$ cat config.mk
export PLATFORM = sky130hd
export DESIGN_NAME = ps2_paddle_ctrl
export DESIGN_NICKNAME = d
export VERILOG_FILES = /design/src/rtl/ps2_paddle_ctrl_pkg.sv /design/src/rtl/ps2_rx.sv /design/src/rtl/ps2_paddle_ctrl.sv
export SDC_FILE = /design/constraint.sdc
export NUM_CORES = 1
export LEC_CHECK = 0
export CAP_MARGIN = 20
export CELL_PAD_IN_SITES_DETAIL_PLACEMENT = 0
export CELL_PAD_IN_SITES_GLOBAL_PLACEMENT = 1
export CORE_MARGIN = 2
export CORE_UTILIZATION = 50
export CTS_CLUSTER_SIZE = 25
export DETAILED_ROUTE_END_ITERATION = 8
export PLACE_DENSITY_LB_ADDON = 0.1
export SLEW_MARGIN = 0
export SYNTH_ARGS = -nofsm -noshare
export SYNTH_HDL_FRONTEND = slang
export SYNTH_HIERARCHICAL = 1
export SYNTH_SLANG_ARGS = --single-unit
$ cat constraint.sdc
create_clock -name clk -period 3.8 [get_ports clk]
set_clock_uncertainty 0.05 [all_clocks]
set_input_delay 0.76 -clock clk [delete_from_list [all_inputs] [get_ports clk]]
set_output_delay 0.76 -clock clk [all_outputs]
set_load 0.05 [all_outputs]
$ cat src/rtl/ps2_paddle_ctrl_pkg.sv
// Shared PS/2 set-2 constants and frame helpers for the paddle keyboard front end.
package ps2_paddle_ctrl_pkg;

  localparam logic [7:0] CODE_BRK = 8'hF0;
  localparam logic [7:0] CODE_EXT = 8'hE0;
  localparam logic [7:0] KEY_UP   = 8'h75;
  localparam logic [7:0] KEY_DN   = 8'h72;
  localparam logic [7:0] KEY_W    = 8'h1D;
  localparam logic [7:0] KEY_S    = 8'h1B;

  localparam int FRAME_BITS = 11;

  // Frame payload is {stop, parity, data[7:0]}; parity is odd over data plus parity.
  function automatic logic frame_ok(input logic [9:0] b);
    return (^b[8:0]) & b[9];
  endfunction

endpackage

$ cat src/rtl/ps2_rx.sv
// PS/2 device-to-host receiver: synchronisers, clock glitch filter, frame FSM and watchdog.
module ps2_rx
  import ps2_paddle_ctrl_pkg::*;
#(
  parameter int FILTER_LEN  = 8,
  parameter int TIMEOUT_CYC = 5000
) (
  input  logic       clk,
  input  logic       reset_n,
  input  logic       ps2c,
  input  logic       ps2d,
  output logic [7:0] scan_code,
  output logic       rx_done_tick,
  output logic       frame_err_tick
);

  localparam int WD_W = $clog2(TIMEOUT_CYC);
  localparam logic [WD_W-1:0] WD_MAX = WD_W'(TIMEOUT_CYC - 1);
  localparam logic [3:0] N_INIT = 4'(FRAME_BITS - 2);

  localparam logic [1:0] ST_IDLE = 2'd0;
  localparam logic [1:0] ST_DPS  = 2'd1;
  localparam logic [1:0] ST_LOAD = 2'd2;

  logic                  ps2c_p0, ps2c_p1;
  logic                  ps2d_p0, ps2d_p1;
  logic [FILTER_LEN-1:0] filt_reg;
  logic                  filt_lvl, filt_next, fall_edge;
  logic [1:0]            state;
  logic [3:0]            n;
  logic [9:0]            b_reg;
  logic [WD_W-1:0]       wd_cnt;

  // Stage p0/p1: two-flop synchronisers; the bus idles high.
  always_ff @(posedge clk or negedge reset_n) begin
    if (!reset_n) begin
      ps2c_p0 <= 1'b1;
      ps2c_p1 <= 1'b1;
      ps2d_p0 <= 1'b1;
      ps2d_p1 <= 1'b1;
    end else begin
      ps2c_p0 <= ps2c;
      ps2c_p1 <= ps2c_p0;
      ps2d_p0 <= ps2d;
      ps2d_p1 <= ps2d_p0;
    end
  end

  // Filter stage: the level only moves once FILTER_LEN samples agree.
  always_comb begin
    filt_next = filt_lvl;
    if (&filt_reg)
      filt_next = 1'b1;
    else if (~|filt_reg)
      filt_next = 1'b0;
  end

  assign fall_edge = filt_lvl & ~filt_next;

  always_ff @(posedge clk or negedge reset_n) begin
    if (!reset_n) begin
      filt_reg <= '1;
      filt_lvl <= 1'b1;
    end else begin
      filt_reg <= {filt_reg[FILTER_LEN-2:0], ps2c_p1};
      filt_lvl <= filt_next;
    end
  end

  // Frame stage: start bit in IDLE, then data, parity and stop shifted in from the MSB side.
  always_ff @(posedge clk or negedge reset_n) begin
    if (!reset_n) begin
      state          <= ST_IDLE;
      n              <= '0;
      b_reg          <= '0;
      wd_cnt         <= '0;
      scan_code      <= '0;
      rx_done_tick   <= 1'b0;
      frame_err_tick <= 1'b0;
    end else begin
      rx_done_tick   <= 1'b0;
      frame_err_tick <= 1'b0;
      if (fall_edge || state != ST_DPS)
        wd_cnt <= '0;
      else
        wd_cnt <= wd_cnt + 1'b1;
      case (state)
        ST_IDLE: begin
          if (fall_edge && !ps2d_p1) begin
            n     <= N_INIT;
            state <= ST_DPS;
          end
        end
        ST_DPS: begin
          if (fall_edge) begin
            b_reg <= {ps2d_p1, b_reg[9:1]};
            if (n == 4'd0)
              state <= ST_LOAD;
            else
              n <= n - 1'b1;
          end else if (wd_cnt == WD_MAX) begin
            // Device stalled mid-frame: drop what was collected.
            frame_err_tick <= 1'b1;
            b_reg          <= '0;
            state          <= ST_IDLE;
          end
        end
        ST_LOAD: begin
          state <= ST_IDLE;
          if (frame_ok(b_reg)) begin
            scan_code    <= b_reg[7:0];
            rx_done_tick <= 1'b1;
          end else begin
            frame_err_tick <= 1'b1;
          end
        end
        default: state <= ST_IDLE;
      endcase
    end
  end

endmodule

$ cat src/rtl/ps2_paddle_ctrl.sv
// PS/2 keyboard paddle controller: receives set-2 codes and turns arrow / W-S keys into held btn levels.
module ps2_paddle_ctrl
  import ps2_paddle_ctrl_pkg::*;
#(
  parameter int         FILTER_LEN  = 8,
  parameter int         TIMEOUT_CYC = 5000,
  parameter logic [7:0] CODE_UP     = KEY_UP,
  parameter logic [7:0] CODE_DN     = KEY_DN,
  parameter logic [7:0] CODE_ALT_UP = KEY_W,
  parameter logic [7:0] CODE_ALT_DN = KEY_S
) (
  input  logic       clk,
  input  logic       reset_n,
  input  logic       ps2c,
  input  logic       ps2d,
  output logic [1:0] btn,
  output logic [7:0] scan_code,
  output logic       rx_done_tick,
  output logic       frame_err_tick
);

  logic brk, ext;

  ps2_rx #(
    .FILTER_LEN  (FILTER_LEN),
    .TIMEOUT_CYC (TIMEOUT_CYC)
  ) u_rx (
    .clk            (clk),
    .reset_n        (reset_n),
    .ps2c           (ps2c),
    .ps2d           (ps2d),
    .scan_code      (scan_code),
    .rx_done_tick   (rx_done_tick),
    .frame_err_tick (frame_err_tick)
  );

  // Decode stage: prefixes arm brk/ext for exactly the next non-prefix byte.
  always_ff @(posedge clk or negedge reset_n) begin
    if (!reset_n) begin
      btn <= 2'b00;
      brk <= 1'b0;
      ext <= 1'b0;
    end else if (rx_done_tick) begin
      if (scan_code == CODE_BRK) begin
        brk <= 1'b1;
      end else if (scan_code == CODE_EXT) begin
        ext <= 1'b1;
      end else begin
        if (ext) begin
          if (scan_code == CODE_UP) btn[1] <= ~brk;
          if (scan_code == CODE_DN) btn[0] <= ~brk;
        end else begin
          if (scan_code == CODE_ALT_UP) btn[1] <= ~brk;
          if (scan_code == CODE_ALT_DN) btn[0] <= ~brk;
        end
        brk <= 1'b0;
        ext <= 1'b0;
      end
    end else if (frame_err_tick) begin
      brk <= 1'b0;
      ext <= 1'b0;
    end
  end

endmodule

==> results of run 1 <==
## per-stage QoR
step                hold slack [ps]  setup WS, ps  std cells  utilization [%]
floorplan                     295.2          1692        228                -
global placement              295.6          1655        307            56.03
detailed placement            299.5          1624        307            56.03
CTS                           312.8          1358        315            57.84
global route                  319.0          1306        315            57.84
finish                        311.0          1376        315            57.84
## final cells by class
cell class / instances / area, um^2
timing repair buffer: 17 / 160.2
clock buffer: 6 / 82.58
fill: 437 / 2153
clock inverter: 2 / 10.01
inverter: 10 / 37.54
tap: 70 / 87.58
sequential: 56 / 1418
multi-input combinational: 154 / 1159
## cell families after synthesis
kind of cell | share of synthesized area, %
adder cells (fa/ha/maj) | 2.835
AO/OA/AOI/OAI | 12.62
buffers and inverters | 2.694
XOR/XNOR | 6.002
flip-flops | 53.54
multiplexers | 4.679
AND/OR/NAND/NOR | 17.63
## worst reg2reg max path, cell delays in order (launching register included)
cell and delay [ps]:
dfstp_2 390, or4_1 620, o41a_1 430, a211oi_1 260, mux2_1 340
## synthesized netlist by cell type (all sizes together) (3+ instances only)
library cell	instances	area, um^2
and2	7	43.79
xnor2	4	35.03
inv	10	37.54
clkbuf	5	18.77
nor2	17	63.81
nor4b	3	41.29
nand2	20	75.07
nand4	7	43.79
nor4bb	3	30.03
or3	3	20.02
a21oi	4	20.02
mux2	9	101.4
ha	6	75.07
o41ai	3	33.79
dfstp	13	341.6
nand3	3	15.01
o31ai	3	27.52
nor4	3	18.77
buf	3	15.01
dfrtp	43	1076
o21ai	6	30.03
o2bb2ai	11	96.34
and4	3	26.28
xor2	9	78.83
## layer usage
layer	track usage, %	vias up	part of all wire [%]
li1	-	863	-
met1	22.77	884	44
met2	30.35	43	51
met3	3.529	6	3.8
met4	4.909	0	1.3
met5	0	-	0
## cells in the final DEF, fill, tap and decap left out, types with 8 or more instances in the layout
cell and instances:
dfstp_2 13, xor2_1 9, nand2_1 20, clkdlybuf4s50_1 14, nor2_1 17, dfrtp_1 43
inv_1 10, o2bb2ai_1 11, mux2_2 8
## where the power goes
part           switching, mW  total (mW)  internal (mW)  leakage (nW)
Sequential            0.0237       0.657          0.633         0.733
Clock                  0.185       0.331          0.146        0.0510
Combinational          0.151       0.237         0.0865         0.428
Total                  0.359        1.22          0.865          1.21
## how the worst max path moves through the flow
stage                 startpoint             to  depth (start not counted)  slack (ps)
4_1_cts        u_rx/scan_code[6]   scan_code[6]                          1        1360
3_5_place_dp    u_rx/filt_reg[1]  u_rx/state[0]                          4        1620
3_3_place_gp    u_rx/filt_reg[1]  u_rx/state[0]                          4        1660
2_1_floorplan   u_rx/filt_reg[1]  u_rx/state[0]                          5        1690
5_1_grt        u_rx/scan_code[6]   scan_code[6]                          1        1310
6_report       u_rx/scan_code[6]   scan_code[6]                          1        1380
==> results_dict.tcl, run 1 <==
set metrics [dict create \
    synthesis.nets 238 \
    hp-start "u_rx/ps2d_p0" \
    r2r_start "u_rx/filt_reg[1]" \
    ctsHoldBuffers 0 \
    hold_end "u_rx/ps2d_p1" \
    crit_arrival_ps 1610 \
    viasPerCell 5.702 \
    antenna_found_initial 0 \
    cts_tree "yes" \
    synthCells 228 \
    crit_family "buffers and inverters" \
    hold_violations 0 \
    rsz0062_at_grt "no" \
    synthDistinctLibCells 52 \
    grt_max_degree 36 \
    synth_edf_count 0 \
    irDropWorstVdd_uv 203.3 \
    syn_area_um2 2648 \
    synth-seq-cells 56 \
    syn_area_per_cell_um2 11.61 \
    synth_ff_type "dfrtp_1" \
    clk_path_buf_depth 2 \
    slew_violations 0 \
    final.setup.tns_ps 0 \
    vias 1796 \
    dpl.hpwl_mm 3.498 \
    fmax_ghz 0.4125 \
    p_leak_nw 1.211 \
    area_growth_pct 11.58 \
    cts_made_buffers 5 \
    ioPinCount 16 \
    status "finished clean" \
    max_stage_delay_ps 850 \
    max_slew.worst_pin.slew_ps 756.6 \
    slew_headroom_pct 49.56 \
    grt_usage_pct 17.68 \
    die_width_um 76.77 \
    place_congestion 0.7776 \
    cts-root-buf "clkbuf_8" \
    coreArea_um2 5107 \
    post_cts_buffers 0 \
    die_area_um2 5893 \
    seq_area_frac_synth_pct 53.54 \
    final_area_um2 2954 \
    cpMaxStageDelayCell "clkdlybuf4s50_1" \
    power.density_nw_per_um2 414.5 \
    cts_resized 0 \
    cts.reportedPaths.clkPinSlew_ps 90 \
    drc 0 \
    setup_viol 0 \
    antenna_left 0 \
    crit_required_ps 2990 \
    clock_latency_ps 310 \
    drtIter0Drc 82 \
    rrSetupSlack_ps 1610 \
    hold_class "reg -> reg" \
    fin_crit_sh_pct 63.80 \
    diodes 0 \
    path_cells "clkdlybuf4s50_1" \
    path_class "reg -> out" \
    drive_gt1_share_pct 15.51 \
    dr.pass1.iters 4 \
    fin_nets 254 \
    total_power_mw 1.225 \
    reg2reg_to "u_rx/state[0]" \
    whs_path_depth 0 \
    start_util_pct 51.84 \
    clkSinkCount 56 \
    grt_pass1_vias 1807 \
    largest_reg_flops 13 \
    grt_first_pass_wirelength_mm 8.431 \
    drv_cap 0 \
    die_h_um 76.77 \
    portBuffers 15 \
    async_flop_share_pct 100.0 \
    grt_overflow_total 0 \
    yosys_warnings 6 \
    routedWlPerCell_um 15.37 \
    drt_wl_total_mm 4.841 \
    critPathMaxFanout 5 \
    post_dp_cell_area_um2 2861 \
    rows 26 \
    fin_crit_ps 2424 \
    end_kind "primary output" \
    cts_max_level 2 \
    critPathBufInv 1 \
    cp-start-kind "flop" \
    rr_worst_depth 4 \
]
(Power assumes the default switching activity.)
==> run 2: changes to the inputs <==
--- a/config.mk
+++ b/config.mk
@@ -9,7 +9,7 @@
 export CELL_PAD_IN_SITES_DETAIL_PLACEMENT = 0
 export CELL_PAD_IN_SITES_GLOBAL_PLACEMENT = 1
 export CORE_MARGIN = 2
-export CORE_UTILIZATION = 50
+export CORE_UTILIZATION = 47
 export CTS_CLUSTER_SIZE = 25
 export DETAILED_ROUTE_END_ITERATION = 8
 export PLACE_DENSITY_LB_ADDON = 0.1
==> constraint.sdc (replaced) <==
create_clock -name clk -period 2.46 [get_ports clk]
set_clock_uncertainty 0.05 [all_clocks]
set_input_delay 0.492 -clock clk [delete_from_list [all_inputs] [get_ports clk]]
set_output_delay 0.492 -clock clk [all_outputs]
set_load 0.05 [all_outputs]
==> run 2 against run 1 <==
Net effect: design area grew 1.3%; sequential power up 54%; first-iteration DRC count is 18% lower; worst hold slack got worse by 180 ps; clock power increased by 77%; critical path depth up 3; die area grew 6.1%; via count up 0.89%; global-route usage is essentially flat; worst setup slack lost 1100 ps; final cell count grew 0.95%; critical endpoint is now u_rx/state[0].
==> results_dict.tcl, run 2 (synthesis gave the netlist of run 1 again) <==
set metrics [dict create \
    status "finished clean" \
    p_leak_nw 1.226 \
    area_growth_pct 13.00 \
    final_cell_mix "dfrtp_1 (43), nand2_1 (20), nor2_1 (17), clkdlybuf4s50_1 (14), dfstp_2 (13)" \
    crit_arrival_ps 2320 \
    drt_wl_total_mm 4.876 \
    hold_class "in -> async" \
    slew_headroom_pct 60.65 \
    cp-start-kind "flop" \
    clk_path_buf_depth 2 \
    post_dp_cell_area_um2 2884 \
    clkSinkCount 56 \
    dpl.hpwl_mm 3.621 \
    viasPerCell 5.698 \
    irDropWorstVdd_uv 268.3 \
    fin_nets 255 \
    crit_required_ps 2600 \
    final_common_cell "dfrtp_1" \
    place_congestion 0.7959 \
    rr_worst_depth 4 \
    cts.reportedPaths.clkPinSlew_ps 90 \
    rrSetupSlack_ps 280 \
    coreArea_um2 5473 \
    die_area_um2 6250 \
    fin_crit_sh_pct 88.74 \
    cts_max_level 2 \
    fmax_ghz 0.4581 \
    drv_cap 0 \
    rsz0062_at_grt "no" \
    largest_reg_flops 13 \
    path_class "reg -> reg" \
    final.setup.tns_ps 0 \
    antenna_left 0 \
    portBuffers 15 \
    antenna_found_initial 0 \
    grt_max_degree 32 \
    cts_made_buffers 5 \
    diodes 0 \
    post_cts_buffers 0 \
    holdWs_ps 136.0 \
    grt_overflow_total 0 \
    ctsHoldBuffers 0 \
    dr.pass1.iters 4 \
    num-fill-cells 475 \
    routedWlPerCell_um 15.33 \
    die_h_um 79.06 \
    die_width_um 79.06 \
    fin_crit_ps 2183 \
    ioPinCount 16 \
    grt_usage_pct 17.68 \
    cts-root-buf "clkbuf_8" \
    final_area_um2 2992 \
    grt_first_pass_wirelength_mm 8.569 \
    hold_violations 0 \
    final-seq-area_um2 1418 \
    slew_violations 0 \
    start_util_pct 48.38 \
    drc 0 \
    vias 1812 \
    grt_pass1_vias 1783 \
    cts_resized 0 \
    cts_tree "yes" \
    power.density_nw_per_um2 657.3 \
    rows 27 \
    setup_viol 0 \
    critPathMaxFanout 6 \
    clock_latency_ps 300 \
    drive_gt1_share_pct 15.45 \
    end_kind "flop" \
    drtIter0Drc 67 \
    multi_input_area_um2 1159 \
    max_slew.worst_pin.slew_ps 590.3 \
]
run 2: changes by cell type in the layout (fill, tap and decap cells not counted):
cell	previous run	this run
buf_12	0	1
clkbuf_8	6	5
clkinv_2	2	1
clkbuf_1	0	1
bufinv_16	0	1
run 2: stage by stage:
step	setup WS, ps	instances	util [%]	power [mW]
global route	164.4	318	54.66	2.082
finish	276.9	318	54.66	1.966
CTS	268.8	318	54.66	1.994
detailed placement	282.0	310	52.70	1.401
floorplan	352.1	228	-	1.279
global placement	321.5	310	52.70	1.391
run 2: layer usage:
| metal | GRT usage [%] | up-vias | wire (um) |
|---|---|---|---|
| met4 | 6.034 | 0 | 72 |
| met2 | 28.73 | 29 | 2453 |
| met5 | 0 | - | 0 |
| li1 | - | 865 | - |
| met3 | 3.977 | 7 | 146 |
| met1 | 23.49 | 911 | 2202 |
run 2: critical path, stage by stage, from the launching register on:
cell      delay [ps]
dfstp_2          390
or4_1            610
o41a_1           420
a211oi_1         240
mux2_1           350
run 2: layout make-up:
cell class                      count  area share [%]
Inverter                           10           1.255
Timing Repair Buffer               18           6.023
Sequential cell                    56           47.39
Clock buffer                        6           2.426
Multi-Input combinational cell    154           38.73
Clock inverter                      2           1.171
Tap cell                           72           3.011
run 2: worst paths after layout:
| kind | end | startpoint |
|---|---|---|
| hold / removal | u_rx/b_reg[9] | reset_n |
| min in group clk | u_rx/ps2d_p1 | u_rx/ps2d_p0 |
| max in group asynchronous | u_rx/b_reg[8] | reset_n |
| hold reg to reg | u_rx/ps2d_p1 | u_rx/ps2d_p0 |
| setup / recovery | u_rx/state[0] | u_rx/filt_reg[1] |
| setup reg to reg | u_rx/state[0] | u_rx/filt_reg[1] |
run 2: power breakdown:
| part | internal (mW) | switching, mW | total (mW) |
|---|---|---|---|
| clock network | 0.302 | 0.283 | 0.586 |
| registers | 0.978 | 0.0363 | 1.01 |
| logic | 0.135 | 0.231 | 0.366 |
==> run 3: changes to the inputs <==
--- a/config.mk
+++ b/config.mk
@@ -5,11 +5,13 @@
 export SDC_FILE = /design/constraint.sdc
 export NUM_CORES = 1
 export LEC_CHECK = 0
+export ABC_AREA = 1
 export CAP_MARGIN = 20
 export CELL_PAD_IN_SITES_DETAIL_PLACEMENT = 0
 export CELL_PAD_IN_SITES_GLOBAL_PLACEMENT = 1
+export CORE_ASPECT_RATIO = 0.75
 export CORE_MARGIN = 2
-export CORE_UTILIZATION = 47
+export CORE_UTILIZATION = 45
 export CTS_CLUSTER_SIZE = 25
 export DETAILED_ROUTE_END_ITERATION = 8
 export PLACE_DENSITY_LB_ADDON = 0.1
==> run 3 against run 2 <==
Net effect: design area is 3.1% higher; via count is 11% higher; combinational power is 13% higher; clock power is 15% lower; first-iteration DRC count is 39% higher; critical path type is now reg -> out; sequential power is 4% higher; wire length is 2.0% lower; sequential cell count stayed put; utilization is 2.0 points lower; global-route usage is 1.5 points lower.
==> results_dict.tcl, run 3 <==
set metrics [dict create \
    status "finished clean" \
    antenna_found_initial 0 \
    synthDistinctLibCells 34 \
    portBuffers 15 \
    ctsHoldBuffers 0 \
    rrSetupSlack_ps 660 \
    yosys_warnings 6 \
    coreArea_um2 5856 \
    synthesis.nets 329 \
    final_cell_mix "nand2_1 (94), inv_1 (45), dfrtp_1 (43), nor2_1 (29), clkdlybuf4s50_1 (14)" \
    max_stage_delay_ps 850 \
    slew_headroom_pct 56.40 \
    rows 24 \
    cts.reportedPaths.clkPinSlew_ps 110 \
    cpMaxStageDelayCell "clkdlybuf4s50_1" \
    synth-seq-cells 56 \
    drt_wl_total_mm 4.777 \
    grt_first_pass_wirelength_mm 8.707 \
    switching_share_pct 31.28 \
    num-fill-cells 584 \
    clk_path_buf_depth 2 \
    final_common_cell "nand2_1" \
    diodes 0 \
    fin_crit_ps 2201 \
    seq_area_frac_synth_pct 51.78 \
    vias 2011 \
    synth_ff_type "dfrtp_1" \
    switchingPower_mw 0.6134 \
    final.setup.tns_ps 0 \
    grt_pass1_vias 1984 \
    synth_top_area_cell "dfrtp_1" \
    setup_viol 0 \
    cts_tree "yes" \
    irDropWorstVdd_uv 380.1 \
    crit_family "buffers and inverters" \
    die_width_um 94.07 \
    syn_area_per_cell_um2 8.582 \
    synthCells 319 \
    p_leak_nw 1.439 \
    critPathMaxFanout 10 \
    synth_commonest_cells "nand2_1 (94), inv_1 (45), dfrtp_1 (43)" \
    final_area_um2 3083 \
    dr.pass1.iters 4 \
    fin_crit_sh_pct 89.47 \
    cp-start-kind "flop" \
    drc 0 \
    clock_latency_ps 310 \
    p_comb_share_pct 21.0 \
    crit_required_ps 1920 \
    async_flop_share_pct 100.0 \
    critPathBufInv 1 \
    synth_edf_count 0 \
    routedWlPerCell_um 11.37 \
    start_util_pct 46.75 \
    largest_reg_flops 13 \
    p_seq_share_pct 53.4 \
    fin_nets 351 \
    clock_power_share_pct 25.6 \
    path_class "reg -> out" \
    ioPinCount 16 \
    place_congestion 0.7555 \
    fmax_ghz 0.4543 \
    die_h_um 71.55 \
    post_dp_cell_area_um2 2993 \
    grt_usage_pct 16.18 \
    die_area_um2 6730 \
    cts_made_buffers 5 \
    max_slew.worst_pin.slew_ps 654.1 \
    post_cts_buffers 0 \
    dpl.hpwl_mm 3.561 \
    area_growth_pct 12.61 \
    grt_max_degree 30 \
    grt_overflow_total 0 \
    viasPerCell 4.788 \
    end_kind "primary output" \
    cts_resized 0 \
    path_cells "clkdlybuf4s50_1" \
    power.density_nw_per_um2 636.0 \
    drive_gt1_share_pct 13.74 \
    synth_top_area_share_pct 39.31 \
    clkSinkCount 56 \
    drv_cap 0 \
    antenna_left 0 \
    drtIter0Drc 93 \
    intPower_mw 1.347 \
    slew_violations 0 \
    hold_class "in -> async" \
    crit_arrival_ps 1660 \
    yosysMostFrequentCell "nand2_1" \
    rsz0062_at_grt "no" \
    synth_area_leaders "dfrtp_1 (39%), nand2_1 (13%), dfstp_2 (12%)" \
    cts_max_level 2 \
    syn_area_um2 2738 \
    cts-root-buf "clkbuf_8" \
    hold_violations 0 \
]
==> run 3: path summary, 6_finish.rpt <==
check,to,cells after the start,start
worst max-delay path,rx_done_tick,1,u_rx/rx_done_tick
worst min-delay path,u_rx/rx_done_tick,1,reset_n
worst max register to register,u_rx/n[3],9,u_rx/state[1]
worst min register to register,u_rx/ps2d_p1,0,u_rx/ps2d_p0
max in group asynchronous,u_rx/filt_reg[7],2,reset_n
min in group clk,u_rx/ps2d_p1,0,u_rx/ps2d_p0
==> run 3: routing by layer <==
layer | part of all wire [%] | global-route usage (%) | wire [um]
met2 | 41 | 24.84 | 1949
met3 | 3.7 | 3.470 | 179
met5 | 0 | 0 | 0
met4 | 1.1 | 4.831 | 54
met1 | 54 | 23.33 | 2594
==> run 3: stage by stage <==
step	util, %	std cells	power, mW	hold slack, ps	setup WS, ps
finish	52.65	420	1.961	155.5	259.0
global route	52.65	420	2.108	201.1	170.6
CTS	52.65	420	1.987	187.4	252.7
detailed placement	51.11	412	1.477	297.0	607.3
global placement	51.11	412	1.477	296.8	606.3
floorplan	-	319	1.369	146.4	866.0
==> run 3: power by group through the flow <==
stage / clock network (mW) / logic (mW) / registers, mW
final: 0.501 / 0.412 / 1.05
after global routing: 0.562 / 0.488 / 1.06
after detailed placement: 0 / 0.412 / 1.07
after global placement: 0 / 0.410 / 1.07
after floorplan: 0 / 0.313 / 1.06
after CTS: 0.524 / 0.415 / 1.05
==> run 3: worst reg2reg max path, stage by stage (launching register included) <==
cell and delay (ps):
dfrtp_1 400, inv_1 80, ha_1 260, inv_1 180, a21oi_1 150, nand4_1 170
o21ai_2 150, nand2_2 120, nor2_1 100, nor2_1 50
==> run 3: kinds of logic after synthesis <==
group           after synthesis  share of synthesized area, %
flops                        56                         51.78
simple gates                169                         28.93
fa+ha+maj                     6                         2.742
xor+xnor                      7                         2.240
buf+inv                      49                         6.856
compound gates               32                         7.450
==> run 3: area by class of cell <==
type                    count  area (um^2)  share of cell area [%]
well taps                  78        97.59                   3.166
flip-flops and latches     56         1418                   45.98
multi-input cells         214         1132                   36.73
inverters                  48        180.2                   5.844
clock buffers               5        68.82                   2.232
clock inverters             3        21.27                  0.6899
repair buffers             16        165.2                   5.357
